===== config.mk =====
export PLATFORM = sky130hd
export DESIGN_NAME = cam_sccb_init
export DESIGN_NICKNAME = d
export VERILOG_FILES = /design/src/rtl/cam_sccb_init.sv
export SDC_FILE = /design/constraint.sdc
export NUM_CORES = 1
export LEC_CHECK = 0
export BUFFER_PORTS_ARGS = -buffer_cell sky130_fd_sc_hd__buf_2
export CAP_MARGIN = 20
export CORE_MARGIN = 2
export CORE_UTILIZATION = 40
export DETAILED_ROUTE_END_ITERATION = 10
export GPL_TIMING_DRIVEN = 0
export HOLD_SLACK_MARGIN = 0.1
export PLACE_DENSITY = 0.58
export SLEW_MARGIN = 20
export SYNTH_ARGS = -nofsm -noshare
export SYNTH_HDL_FRONTEND = slang
export SYNTH_SLANG_ARGS = --single-unit

===== constraint.sdc =====
create_clock -name clk -period 5 [get_ports clk]
set_clock_uncertainty 0.05 [all_clocks]
set_input_delay 0.5 -clock clk [delete_from_list [all_inputs] [get_ports clk]]
set_output_delay 0.5 -clock clk [all_outputs]
set_load 0.01 [all_outputs]

===== src/rtl/cam_sccb_init.sv =====
// Camera bring-up sequencer: free-running XCLK, PWDN/RESET power-up
// sequence, then an SCCB write of every {reg, value} entry of an external
// synchronous ROM table until a 16'hFFFF terminator or the last address.
//
// Start handshake: start is a single-cycle request. It is accepted only
// while the sequencer is idle (IDLE or FIN). busy rises the cycle after
// acceptance and falls together with the rise of done. A start seen while
// busy is dropped.
module cam_sccb_init #(
    parameter int         CLK_DIV    = 12,
    parameter int         XCLK_DIV   = 2,
    parameter logic [7:0] SLAVE_ADDR = 8'h42,
    parameter int         RESET_HOLD = 48000,
    parameter int         BOOT_WAIT  = 48000,
    parameter int         ROM_AW     = 8
) (
    input  logic              clk,
    input  logic              rst,
    input  logic              start,
    output logic              busy,
    output logic              done,
    output logic              nack_err,
    output logic              cam_xclk,
    output logic              cam_pwdn,
    output logic              cam_reset,
    output logic              scl,
    output logic              sda_oe,
    input  logic              sda_in,
    output logic [ROM_AW-1:0] rom_addr,
    input  logic [15:0]       rom_data,
    output logic [3:0]        dbg_state
);

    typedef enum logic [3:0] {
        S_IDLE  = 4'd0,
        S_PWRUP = 4'd1,
        S_BOOT  = 4'd2,
        S_FETCH = 4'd3,
        S_START = 4'd4,
        S_BYTE  = 4'd5,
        S_ACK   = 4'd6,
        S_STOP  = 4'd7,
        S_GAP   = 4'd8,
        S_FIN   = 4'd9
    } state_t;

    // One shared cycle counter covers the longest wait in any state.
    localparam int CNT_MAX = (RESET_HOLD > BOOT_WAIT)
                           ? ((RESET_HOLD > 4*CLK_DIV) ? RESET_HOLD : 4*CLK_DIV)
                           : ((BOOT_WAIT  > 4*CLK_DIV) ? BOOT_WAIT  : 4*CLK_DIV);
    localparam int CNT_W   = $clog2(CNT_MAX + 1);
    localparam int XW      = $clog2(XCLK_DIV + 1);

    localparam logic [CNT_W-1:0] T_ONE      = CNT_W'(1);
    localparam logic [CNT_W-1:0] T_RST_END  = CNT_W'(RESET_HOLD - 1);
    // The two FETCH cycles of entry 0 are folded into the boot wait, so the
    // first START lands exactly BOOT_WAIT cycles after cam_reset is released.
    // BOOT_WAIT must therefore be at least 3.
    localparam logic [CNT_W-1:0] T_BOOT_END = CNT_W'(BOOT_WAIT - 3);
    localparam logic [CNT_W-1:0] T_C        = CNT_W'(CLK_DIV);
    localparam logic [CNT_W-1:0] T_2C       = CNT_W'(2*CLK_DIV);
    localparam logic [CNT_W-1:0] T_3C       = CNT_W'(3*CLK_DIV);
    localparam logic [CNT_W-1:0] T_3C_END   = CNT_W'(3*CLK_DIV - 1);
    localparam logic [CNT_W-1:0] T_BIT_END  = CNT_W'(4*CLK_DIV - 1);
    localparam logic [XW-1:0]    X_END      = XW'(XCLK_DIV - 1);

    state_t            state, state_n;
    logic [CNT_W-1:0]  cnt, cnt_n;
    logic [2:0]        bit_idx, bit_n;
    logic [1:0]        byte_idx, byte_n;
    logic [15:0]       data_q, data_n;
    logic [ROM_AW-1:0] addr_n;
    logic              accept;
    logic              nack_set;
    logic              reset_release;
    logic [7:0]        tx_byte_n;
    logic              scl_n;
    logic              sda_oe_n;
    logic [XW-1:0]     xcnt;

    assign dbg_state = state;

    // Camera clock divider, independent of the sequencer state.
    always_ff @(posedge clk or posedge rst) begin
        if (rst) begin
            xcnt     <= '0;
            cam_xclk <= 1'b0;
        end else if (xcnt == X_END) begin
            xcnt     <= '0;
            cam_xclk <= ~cam_xclk;
        end else begin
            xcnt <= xcnt + XW'(1);
        end
    end

    // Next-state logic: sequencing of power-up, ROM fetch and SCCB bit timing.
    always_comb begin
        state_n       = state;
        cnt_n         = cnt + T_ONE;
        bit_n         = bit_idx;
        byte_n        = byte_idx;
        data_n        = data_q;
        addr_n        = rom_addr;
        accept        = 1'b0;
        nack_set      = 1'b0;
        reset_release = 1'b0;
        case (state)
            S_IDLE, S_FIN: begin
                cnt_n   = '0;
                state_n = S_IDLE;
                if (start) begin
                    accept  = 1'b1;
                    addr_n  = '0;
                    state_n = S_PWRUP;
                end
            end
            S_PWRUP: begin
                if (cnt == T_RST_END) begin
                    reset_release = 1'b1;
                    cnt_n         = '0;
                    state_n       = S_BOOT;
                end
            end
            S_BOOT: begin
                if (cnt == T_BOOT_END) begin
                    cnt_n   = '0;
                    state_n = S_FETCH;
                end
            end
            S_FETCH: begin
                // Cycle 0 waits out the ROM latency; cycle 1 sees valid data.
                if (cnt == T_ONE) begin
                    cnt_n   = '0;
                    data_n  = rom_data;
                    state_n = (rom_data == 16'hFFFF) ? S_FIN : S_START;
                end
            end
            S_START: begin
                if (cnt == T_3C_END) begin
                    cnt_n   = '0;
                    bit_n   = 3'd0;
                    byte_n  = 2'd0;
                    state_n = S_BYTE;
                end
            end
            S_BYTE: begin
                if (cnt == T_BIT_END) begin
                    cnt_n = '0;
                    if (bit_idx == 3'd7) begin
                        state_n = S_ACK;
                    end else begin
                        bit_n = bit_idx + 3'd1;
                    end
                end
            end
            S_ACK: begin
                if (cnt == T_2C && sda_in) begin
                    nack_set = 1'b1;
                end
                if (cnt == T_BIT_END) begin
                    cnt_n = '0;
                    if (byte_idx == 2'd2) begin
                        state_n = S_STOP;
                    end else begin
                        bit_n   = 3'd0;
                        byte_n  = byte_idx + 2'd1;
                        state_n = S_BYTE;
                    end
                end
            end
            S_STOP: begin
                if (cnt == T_3C_END) begin
                    cnt_n   = '0;
                    state_n = S_GAP;
                end
            end
            S_GAP: begin
                if (cnt == T_BIT_END) begin
                    cnt_n = '0;
                    if (&rom_addr) begin
                        state_n = S_FIN;
                    end else begin
                        addr_n  = rom_addr + ROM_AW'(1);
                        state_n = S_FETCH;
                    end
                end
            end
            default: begin
                cnt_n   = '0;
                state_n = S_IDLE;
            end
        endcase
    end

    // Bus pin values for the next cycle, derived from the next state so the
    // pins come straight from flops.
    always_comb begin
        tx_byte_n = SLAVE_ADDR;
        case (byte_n)
            2'd1:    tx_byte_n = data_n[15:8];
            2'd2:    tx_byte_n = data_n[7:0];
            default: tx_byte_n = SLAVE_ADDR;
        endcase
        scl_n    = 1'b1;
        sda_oe_n = 1'b0;
        case (state_n)
            S_START: begin
                scl_n    = (cnt_n < T_2C);
                sda_oe_n = 1'b1;
            end
            S_BYTE: begin
                scl_n    = (cnt_n >= T_C) && (cnt_n < T_3C);
                sda_oe_n = ~tx_byte_n[3'd7 - bit_n];
            end
            S_ACK: begin
                scl_n    = (cnt_n >= T_C) && (cnt_n < T_3C);
                sda_oe_n = 1'b0;
            end
            S_STOP: begin
                scl_n    = (cnt_n >= T_C);
                sda_oe_n = 1'b1;
            end
            default: begin
                scl_n    = 1'b1;
                sda_oe_n = 1'b0;
            end
        endcase
    end

    // State, datapath and output registers; reset releases the bus and
    // powers the camera down immediately.
    always_ff @(posedge clk or posedge rst) begin
        if (rst) begin
            state     <= S_IDLE;
            cnt       <= '0;
            bit_idx   <= 3'd0;
            byte_idx  <= 2'd0;
            data_q    <= 16'h0000;
            rom_addr  <= '0;
            scl       <= 1'b1;
            sda_oe    <= 1'b0;
            busy      <= 1'b0;
            done      <= 1'b0;
            nack_err  <= 1'b0;
            cam_pwdn  <= 1'b1;
            cam_reset <= 1'b0;
        end else begin
            state    <= state_n;
            cnt      <= cnt_n;
            bit_idx  <= bit_n;
            byte_idx <= byte_n;
            data_q   <= data_n;
            rom_addr <= addr_n;
            scl      <= scl_n;
            sda_oe   <= sda_oe_n;
            busy     <= (state_n != S_IDLE) && (state_n != S_FIN);
            if (accept) begin
                done <= 1'b0;
            end else if (state_n == S_FIN) begin
                done <= 1'b1;
            end
            if (accept) begin
                nack_err <= 1'b0;
            end else if (nack_set) begin
                nack_err <= 1'b1;
            end
            if (accept) begin
                cam_pwdn <= 1'b0;
            end
            if (accept) begin
                cam_reset <= 1'b0;
            end else if (reset_release) begin
                cam_reset <= 1'b1;
            end
        end
    end

endmodule


Word-level counts from Yosys, hierarchy flattened
Cells that the tools add are included.
Storage, ports and cells
  bits in registers: 59
  latch bits: 0
  bits in writable memories: 0
  bits in read-only memories: 0
  input port bits: 20
  output and inout port bits: 20
  word-level logic and storage cells: 127
  memories: 0
Cells by class
  $add $sub $neg: 6
  multipliers: 0
  div/mod/pow operators: 0
  magnitude comparators: 4
  eq/ne operators: 30
  shift operators: 0
  multiplexer cells: 54
  bitwise logic cells: 2
  reduce and logical (&&, ||, !) cells: 16
Operators by type and width (number)
  two-way mux 16 bit: 7
  case mux 16 bit (5 select lines): 1
  == test 16 bit (second input constant): 3
  two-way mux 4 bit: 11
  case mux 4 bit (9 select lines): 1
  == test 16 x 6 -> 1 bit (second input constant): 2
  == test 4 x 3 -> 1 bit (second input constant): 8
  case mux 8 bit (2 select lines): 2
  two-way mux 8 bit: 3
  adder 16 x 1 -> 16 bit (second input constant): 1
  == test 16 x 1 -> 1 bit (second input constant): 1
  == test 16 x 5 -> 1 bit (second input constant): 1
  greater-or-equal comparator 16 x 4 -> 1 bit (second input constant): 1
  less-than comparator 16 x 5 -> 1 bit (second input constant): 1
  less-than comparator 16 x 6 -> 1 bit (second input constant): 1
  two-way mux 3 bit: 5
  two-way mux 1 bit: 14
  == test 4 bit (second input constant): 3
  two-way mux 2 bit: 5
  case mux 3 bit (3 select lines): 1
  adder 8 x 1 -> 8 bit (second input constant): 1
  == test 4 x 2 -> 1 bit (second input constant): 2
  AND reduction 8 bit: 1
  nonzero test 2 bit: 4
  other kinds (21): 32

Logic depth before layout (Yosys ltp)
Gate-level depths: netlist (run 1).
  depth after elaboration: 10
  mapped depth: 16
  gate-level depth less buffers: 14

Least setup slack after synthesis (run 1)
Ideal clock, no wire load.
  path type: reg-to-reg
  start point: register cnt[6]
  end point: register sda_oe
  arrival: 3.405 ns
  slack: 1.464 ns
  stages on the path, launching flop included: 15
  clock period less this slack: 3.536 ns
  cells stage by stage: dfrtp_1 > buf_6 > or4_4 > or4_4 > nor2_8 > a21oi_1 > or3_1 > a32oi_1 > inv_1 > ha_1 > buf_1 > a221o_1 > a31oi_1 > nand3b_1 > a31oi_1
On the way
  longest elaborated chain between the ends: 9
  elaborated cells between the ends (all ways): 35
RTL lines
  from (decl): RTL line 68  | logic [CNT_W-1:0] cnt, cnt_n;
  from (signal assigned): RTL line 249  | cnt <= cnt_n;
  == test 16 x 6 -> 1 bit, on equally long branches: RTL line 160, 139
  two-way mux 2 bit, on equally long branches: RTL line 160, 139
  case mux 2 bit (2 select lines) (*): RTL line 107  | case (state)
  net byte_n[0]: RTL line 70  | logic [1:0] byte_idx, byte_n;
  == test 2 bit / == test 2 x 1 -> 1 bit (equally long branches): RTL line 199  | case (byte_n)
  case mux 8 bit (2 select lines) (*): RTL line 199
  binary-select mux 1 bit (select 3 bit) (*): RTL line 213  | sda_oe_n = ~tx_byte_n[3'd7 - bit_n];
  two-way mux 1 bit (implied by the code) (*): RTL line 213
  inverter 1 bit (*): RTL line 213
  case mux 1 bit (2 select lines) (*): RTL line 206  | case (state_n)
  net sda_oe_n: RTL line 78  | logic sda_oe_n;
  to (signal assigned): RTL line 255  | sda_oe <= sda_oe_n;
  to (decl): RTL line 27  | output logic sda_oe,
The timed path passes the listed nets; every way through them passes the cells marked *. The select of a mux whose other input is x is not followed.
A chain may end at the register's enable or synchronous reset.

Worst setup path after layout (run 1)
  start point: register cnt[0]
  end point: register sda_oe
Same word-level chain as after synthesis.

==> results of run 1 <==
area by class of cell:
type / count / area (um^2) / area share
Multi-Input combinational cell: 298 / 1950 / 0.465
Sequential cell: 59 / 1480 / 0.353
Timing Repair Buffer: 41 / 225 / 0.0537
Tap cell: 108 / 135 / 0.0322
Clock buffer: 12 / 155 / 0.0370
Clock inverter: 4 / 72.6 / 0.0173
Buffer: 24 / 113 / 0.0268
Inverter: 16 / 62.6 / 0.0149
final timing paths:
path | cells after the start | slack [ps] | end | startpoint
max | 15 | 980 | sda_oe | cnt[0]
min | 3 | 360 | data_q[14] | rom_data[14]
max reg2reg | 15 | 980 | sda_oe | cnt[0]
min reg2reg | 1 | 400 | xcnt[0] | xcnt[0]
max in group asynchronous | 4 | 3740 | cam_pwdn | rst
min in group asynchronous | 3 | 600 | xcnt[1] | rst
per-stage QoR:
step | total power [W] | cell area [um^2] | setup WS [ps] | hold slack, ps
4_1_cts | 0.00128 | 4190 | 1010 | 348
5_1_grt | 0.00135 | 4190 | 645 | 336
2_1_floorplan | 0.000704 | 3600 | 1460 | 367
3_5_place_dp | 0.000776 | 3960 | 1030 | 391
6_report | 0.00127 | 4190 | 983 | 357
3_3_place_gp | 0.000771 | 3930 | 1060 | 384
tightest hold or removal path, cell delays in order:
cell and delay [ps]:
buf_2 90, nand2_1 40, nand2_1 80
power by group through the flow:
stage          sequential, W  combinational (W)  clock [W]
2_1_floorplan       0.000536           0.000168          0
3_5_place_dp        0.000541           0.000235          0
3_3_place_gp        0.000540           0.000231          0
6_report            0.000532           0.000239   0.000501
5_1_grt             0.000536           0.000271   0.000541
4_1_cts             0.000532           0.000238   0.000515
routing by layer:
metal	vias up	global-route usage	part of all wire
li1	1533	-	-
met1	1554	0.286	0.49
met2	101	0.296	0.45
met3	12	0.0482	0.051
met4	0	0.0569	0.011
met5	-	0	0
state kept, by name (all words and copies together) (netlist names):
signal / count
byte_idx: 2
cam_reset: 1
sda_oe: 1
cnt: 16
done: 1
dbg_state: 4
bit_idx: 3
data_q: 16
xcnt: 2
cam_pwdn: 1
nack_err: 1
rom_addr: 8
busy: 1
scl: 1
cam_xclk: 1
logic make-up (layout without fill, tap and decap cells):
family,Yosys count,after routing,share of synthesized area
AO/OA/AOI/OAI,60,60,0.121
AND/OR/NAND/NOR,186,186,0.273
flip-flops,59,59,0.410
XOR/XNOR,21,21,0.0510
adder cells (fa/ha/maj),10,10,0.0344
multiplexers,21,21,0.0625
buffers and inverters,40,97,0.0479
repair_timing:
action,in CTS,in global routing
endpoints found under the hold margin,19,0
hold buffers,1,0
setup buffers,0,0
layout by cell type (no fill, tap or decap), types with 11 or more instances in the layout:
| cell type | count |
|---|---|
| buf_2 | 42 |
| xnor2_1 | 11 |
| a21oi_1 | 11 |
| inv_1 | 15 |
| clkbuf_1 | 16 |
| nand3_1 | 17 |
| nand2_1 | 43 |
| nor4_1 | 11 |
| nor3_1 | 14 |
| mux2_2 | 12 |
| nor2_1 | 41 |
| clkbuf_8 | 11 |
| dfrtp_1 | 57 |
| o21ai_0 | 13 |
| nand4_1 | 13 |
==> results.json, run 1 <==
{
  "outcome": "completed",
  "synthArstFlopShare": 1.00,
  "fp-row-count": 34,
  "rsz0062_at_grt": "false",
  "synth.largest_area_cell": "dfrtp_1",
  "end_kind": "register",
  "fmax_ghz": 0.249,
  "fin_cells": 562,
  "start_util": 0.413,
  "path_buf_inv": 3,
  "synth.area.top_cells": "dfrtp_1 40%, nand2_1 4.5%, nor2_1 4.3%",
  "layout.nets": 478,
  "crit_family": "simple AND/OR/NAND/NOR gates",
  "p_clk_frac": 0.394,
  "ys_seq_area_frac": 0.410,
  "swShare": 0.292,
  "fin_crit_sh": 0.803,
  "switchingPower_w": 0.000372,
  "drv_slew": 0,
  "peakVddDrop_uv": 182,
  "dp_cells": 545,
  "cp.required_ps": 5210,
  "seqPwrFrac": 0.418,
  "drive_gt1_frac": 0.196,
  "portBuffers": 39,
  "io_pins": 40,
  "dieArea_um2": 9780,
  "die_h_um": 98.9,
  "htree_levels": 3,
  "grt_max_degree": 41,
  "routed_via_density": 5.69,
  "clk_latency_ps": 350,
  "hpwl_um": 6700,
  "critPathKind": "register to register",
  "setup_tns_ps": 0,
  "p_comb_frac": 0.188,
  "cts-root-buf": "clkbuf_8",
  "cts-buffers-inserted": 9,
  "cap_viol_max_count": 0,
  "slowest_stage": "or4_4",
  "avgSynthCellArea_um2": 9.08,
  "yosys_warnings": 0,
  "syn_area_um2": 3600,
  "cts_resized": 0,
  "cts_sinks": 59,
  "synth_top_area_share": 0.396,
  "crit_chain": "ha_1 -> clkbuf_1 -> nand3_1 -> or4_4 -> nor2_8 -> a21oi_1 -> or3_1 -> a32oi_1 -> inv_1 -> ha_1 -> buf_1 -> a221o_1 -> a31oi_1 -> nand3b_1 -> a31oi_1",
  "synth-edff-count": 0,
  "internal_power_w": 0.000900,
  "finalWirelength_um": 9150,
  "synth_flop_cell": "dfrtp_1",
  "fillCellCount": 839,
  "relSlewSlack": 0.363,
  "overflow": 0,
  "antenna_left": 0,
  "setup_viol": 0,
  "grt_pass1_wl_um": 15400,
  "synth_seq_cells": 59,
  "die_w_um": 98.9,
  "drtIter0Drc": 214,
  "tightest_slew_ps": 942,
  "antenna_found_initial": 0,
  "grt_use_total": 0.198,
  "synth.most_common_cell": "dfrtp_1",
  "clk_pin_slew_ps": 70,
  "core_area_um2": 8720,
  "clock_path_buffers": 2,
  "hp-class": "input port to register",
  "drc_errors": 0,
  "grt_pass1_vias": 3084,
  "synth_cells": 397,
  "final_util": 0.481,
  "min_period_ps": 4020,
  "powerDensity_nw_per_um2": 303,
  "crit_path_max_fanout": 10,
  "yosysUniqueCellTypes": 64,
  "worstPathArrival_ps": 4230,
  "insertedDiodeCount": 0,
  "wl_per_cell_um": 16.3,
  "areaGrowthSynthToFinish_pct": 16.4,
  "crit_path_start_kind": "register",
  "syn_nets": 426,
  "gp_congestion": 0.923,
  "synthTopCellsByCount": "57 x dfrtp_1, 43 x nand2_1, 41 x nor2_1",
  "p_leak_nw": 1.80,
  "slowest_delay_ps": 530,
  "via_count": 3200,
  "hold_viol": 0,
  "dr.pass1.iters": 5,
  "cts_tree": "built"
}
Power figures use the tool's default switching activity.
==> inputs of run 2 (changes only) <==
clock period = 3.7 ns   (was 5 ns; I/O delays follow)
==> results.json, run 2 (same netlist as run 1, synthesis figures left out) <==
{
  "fp-row-count": 34,
  "holdPathStages": 3,
  "cp.required_ps": 3910,
  "worst_hold_path.endpoint": "data_q[14]",
  "peakVddDrop_uv": 246,
  "setup_tns_ps": 0,
  "tightest_slew_ps": 963,
  "clock_path_buffers": 2,
  "fmax_ghz": 0.277,
  "gp_congestion": 0.923,
  "portBuffers": 39,
  "routed_via_density": 5.66,
  "end_kind": "register",
  "cap_viol_max_count": 0,
  "final_cell_area_um2": 4230,
  "final_common_cell": "dfrtp_1",
  "highest_layer": "met4",
  "core_area_um2": 8720,
  "crit_chain": "buf_4 -> or4_4 -> or4_4 -> nor2_8 -> a21oi_1 -> or3_4 -> a32oi_2 -> inv_1 -> ha_4 -> a221o_1 -> a31oi_1 -> nand3b_1 -> a31oi_1",
  "dr.pass1.iters": 4,
  "fin_crit_sh": 0.975,
  "setup_viol": 0,
  "hpwl_um": 6700,
  "crit_family": "simple AND/OR/NAND/NOR gates",
  "cts_sinks": 59,
  "drtIter0Drc": 225,
  "clk_latency_ps": 340,
  "slowest_delay_ps": 560,
  "p_leak_nw": 1.80,
  "min_period_ps": 3610,
  "drv_slew": 0,
  "drive_gt1_frac": 0.212,
  "final_util": 0.485,
  "insertedDiodeCount": 0,
  "grt_max_degree": 41,
  "cts-buffers-inserted": 9,
  "outcome": "completed",
  "dieArea_um2": 9780,
  "hp-class": "input port to register",
  "layout_common_cells": "57 x dfrtp_1, 43 x nand2_1, 42 x buf_2, 41 x nor2_1, 17 x nand3_1",
  "powerDensity_nw_per_um2": 407,
  "grt_pass1_vias": 3093,
  "reg_top3": "cnt x16, data_q x16, rom_addr x8",
  "totalPowerFinal_w": 0.00172,
  "slowest_stage": "or4_4",
  "clk_pin_slew_ps": 70,
  "drc_errors": 0,
  "hold_viol": 0,
  "cts_tree": "built",
  "critPathKind": "register to register",
  "wl_met2_um": 4140,
  "crit_path_max_fanout": 10,
  "r2r_start": "cnt[8]",
  "path_buf_inv": 2,
  "areaGrowthSynthToFinish_pct": 17.3,
  "grt_use_total": 0.199,
  "die_h_um": 98.9,
  "antenna_found_initial": 0,
  "io_pins": 40,
  "crit_path_start_kind": "register",
  "grt_pass1_wl_um": 15400,
  "postPlaceCellArea_um2": 3960,
  "wl_met1_um": 4420,
  "r2r_cells": 13,
  "wl_per_cell_um": 16.3,
  "dr_wl_met3_um": 489,
  "r2r_end": "sda_oe",
  "worstPathArrival_ps": 3820,
  "path_depth": 13,
  "layout.nets": 476,
  "via_count": 3167,
  "finalWirelength_um": 9150,
  "rsz0062_at_grt": "true",
  "cts-root-buf": "clkbuf_8",
  "r2r_slack_ps": 90,
  "min_from": "rom_data[14]",
  "antenna_left": 0,
  "start_util": 0.413,
  "overflow": 0,
  "htree_levels": 3,
  "die_w_um": 98.9,
  "relSlewSlack": 0.349
}
-- run 2: cell count changes in the layout (fill, tap and decap cells not counted) --
| cell | before | now |
|---|---|---|
| ha_1 | 9 | 6 |
| ha_2 | 0 | 2 |
| ha_4 | 0 | 1 |
| clkbuf_1 | 16 | 15 |
| buf_1 | 3 | 1 |
| nor4_1 | 11 | 10 |
| nor4_2 | 0 | 1 |
| a32oi_2 | 0 | 1 |
| or3_4 | 0 | 1 |
| or3_1 | 6 | 5 |
| a32oi_1 | 1 | 0 |
| buf_4 | 1 | 2 |
-- run 2: layout make-up --
type,instances,area [um^2]
buffer,21,101
clock inverter,4,72.6
fill,839,4490
tap,108,135
inverter,16,62.6
multi-input combinational,298,1990
clock buffer,12,155
timing repair buffer,42,233
sequential,59,1480
-- run 2: layer usage --
layer  up-vias  global-route usage
li1       1525                   -
met1      1530               0.287
met2       105               0.297
met3         7              0.0482
met4         0              0.0569
met5         -                   0
-- run 2: how the worst max path moves through the flow --
stage | from | slack [ps] | to
4_1_cts | cnt[8] | 10 | sda_oe
5_1_grt | cnt[8] | -90 | sda_oe
6_report | cnt[8] | 90 | sda_oe
3_3_place_gp | cnt[0] | -240 | sda_oe
2_1_floorplan | cnt[6] | 160 | sda_oe
3_5_place_dp | cnt[0] | -270 | sda_oe
-- run 2: metrics by stage --
step / setup WS (ps) / instances / hold WS, ps
6_report: 93.5 / 560 / 225
5_1_grt: -91.1 / 560 / 206
4_1_cts: 13.0 / 560 / 218
3_5_place_dp: -267 / 545 / 293
3_3_place_gp: -243 / 544 / 384
2_1_floorplan: 164 / 397 / 367
-- run 2: timing repair --
action / 4_1_cts / 5_1_grt
hold endpoints to repair: 19 / 0
setup endpoints to repair: 1 / 11
gates resized for setup: 1 / 6
gates cloned: 0 / 0
hold buffers: 1 / 0
pin swaps: 1 / 1
buffers inserted: 1 / 0
-- run 2: power by group --
part	internal (W)	switching [W]
combinational	0.000121	0.000204
sequential	0.000683	0.0000358
clock	0.000415	0.000263
-- run 2: tightest hold or removal path, cell delays in order --
cell	delay [ps]
buf_2	90
nand2_1	40
nand2_1	80
==> inputs of run 3 (changes only) <==
==> constraint.sdc (replaced) <==
create_clock -name clk -period 3.7 [get_ports clk]
set_clock_uncertainty 0.05 [all_clocks]
set_input_delay 0.74 -clock clk [delete_from_list [all_inputs] [get_ports clk]]
set_output_delay 0.74 -clock clk [all_outputs]
set_load 0.01 [all_outputs]
==> results.json, run 3 (same netlist as run 1, synthesis figures left out) <==
{
  "hp-class": "input port to asynchronous set/reset pin",
  "crit_path_max_fanout": 8,
  "internal_power_w": 0.00122,
  "crit_chain": "buf_6 -> or4_4 -> or4_4 -> nor2_8 -> a21oi_1 -> or3_4 -> a32oi_2 -> inv_1 -> ha_4 -> a221o_1 -> a31oi_1 -> nand3b_1 -> a31oi_1",
  "grt_max_degree": 41,
  "wl_per_cell_um": 16.4,
  "portBuffers": 39,
  "setup_viol": 0,
  "hpwl_um": 6700,
  "powerDensity_nw_per_um2": 408,
  "core_area_um2": 8720,
  "htree_levels": 3,
  "drtIter0Drc": 178,
  "cts-root-buf": "clkbuf_8",
  "critPathKind": "register to register",
  "antenna_found_initial": 0,
  "fillCellCount": 840,
  "reg_top3": "cnt x16, data_q x16, rom_addr x8",
  "die_w_um": 98.9,
  "clk_latency_ps": 340,
  "p_clk_frac": 0.394,
  "drive_gt1_frac": 0.213,
  "path_buf_inv": 2,
  "cp.required_ps": 3910,
  "relSlewSlack": 0.358,
  "overflow": 0,
  "cts_sinks": 59,
  "tightest_slew_ps": 949,
  "seqCellArea_um2": 1480,
  "p_comb_frac": 0.189,
  "cts_tree": "built",
  "end_kind": "register",
  "fin_cells": 559,
  "min_period_ps": 3610,
  "slowest_stage": "or4_4",
  "clock_path_buffers": 2,
  "hold_viol": 0,
  "r2r_cells": 13,
  "multi_input_area_um2": 1990,
  "gp_congestion": 0.923,
  "r2r_end": "sda_oe",
  "r2r_slack_ps": 90,
  "postPlaceCellArea_um2": 3960,
  "dieArea_um2": 9780,
  "p_leak_nw": 1.80,
  "grt_use_total": 0.199,
  "switchingPower_w": 0.000502,
  "areaGrowthSynthToFinish_pct": 17.0,
  "layout.nets": 475,
  "layout_common_cells": "57 x dfrtp_1, 43 x nand2_1, 42 x buf_2, 41 x nor2_1, 17 x nand3_1",
  "r2r_start": "cnt[6]",
  "io_pins": 40,
  "ctsHoldBuffers": 0,
  "slowest_delay_ps": 560,
  "crit_path_start_kind": "register",
  "insertedDiodeCount": 0,
  "rsz0062_at_grt": "true",
  "routed_via_density": 5.66,
  "fp-row-count": 34,
  "grt_pass1_vias": 3093,
  "fmax_ghz": 0.277,
  "peakVddDrop_uv": 246,
  "cap_viol_max_count": 0,
  "dp_cells": 545,
  "clk_pin_slew_ps": 70,
  "start_util": 0.413,
  "drc_errors": 0,
  "final_cell_area_um2": 4220,
  "antenna_left": 0,
  "final_common_cell": "dfrtp_1",
  "finalWirelength_um": 9180,
  "crit_family": "simple AND/OR/NAND/NOR gates",
  "grt_pass1_wl_um": 15400,
  "outcome": "completed",
  "cts-buffers-inserted": 9,
  "swShare": 0.292,
  "dr.pass1.iters": 5,
  "via_count": 3163,
  "die_h_um": 98.9,
  "fin_crit_sh": 0.974,
  "worstPathArrival_ps": 3820,
  "drv_slew": 0,
  "seqPwrFrac": 0.418,
  "crit_start": "cnt[6]"
}
[run 3: cell count changes in the layout (fill, tap and decap cells not counted)]
cell and delta:
dlygate4sd3_1 -1
[run 3: per-layer routing]
| layer | wire length [um] | GRT usage | up-vias |
|---|---|---|---|
| met4 | 117 | 0.0569 | 0 |
| met3 | 486 | 0.0482 | 10 |
| met5 | 0 | 0 | - |
| met2 | 4110 | 0.297 | 92 |
| met1 | 4470 | 0.287 | 1537 |
| li1 | - | - | 1524 |
[run 3: worst max-delay path by stage]
stage	endpoint	depth (start not counted)
after floorplan	sda_oe	14
after detailed placement	sda_oe	15
after CTS	sda_oe	13
final	sda_oe	13
after global routing	sda_oe	13
after global placement	sda_oe	15
[run 3: final cells by class]
type,instances,area share
plain buffers,21,0.0240
well taps,108,0.0320
clock buffers,12,0.0368
flip-flops and latches,59,0.351
multi-input cells,298,0.472
clock inverters,4,0.0172
inverters,16,0.0148
repair buffers,41,0.0528
[run 3: timing repair]
action,in CTS,in global routing
resized for setup,1,6
setup endpoints to repair,1,11
setup buffers,1,0
pin swaps,1,1
[run 3: power groups by stage]
stage / logic [W] / registers (W) / clock network [W]
floorplan: 0.000227 / 0.000724 / 0
global placement: 0.000312 / 0.000729 / 0
detailed placement: 0.000318 / 0.000730 / 0
CTS: 0.000320 / 0.000718 / 0.000696
global route: 0.000366 / 0.000724 / 0.000731
finish: 0.000325 / 0.000719 / 0.000677
[run 3: worst register-to-register path, stage by stage (launching register included)]
cell      delay, ps
dfrtp_1         370
buf_6           140
or4_4           550
or4_4           560
nor2_8          140
a21oi_1          80
or3_4           360
a32oi_2         220
inv_1           120
ha_4            210
a221o_1         310
a31oi_1         170
nand3b_1         90
a31oi_1         190
[run 3: per-stage QoR]
stage / setup TNS, ps / util / hold slack, ps / setup WS, ps / power (W)
final: 0 / 0.484 / 289 / 94.7 / 0.00172
after global routing: -91.1 / 0.484 / 292 / -91.1 / 0.00182
after CTS: 0 / 0.480 / 292 / 13.0 / 0.00173
after detailed placement: -267 / 0.454 / 391 / -267 / 0.00105
after global placement: -243 / 0.451 / 384 / -243 / 0.00104
after floorplan: 0 / - / 367 / 164 / 0.000952
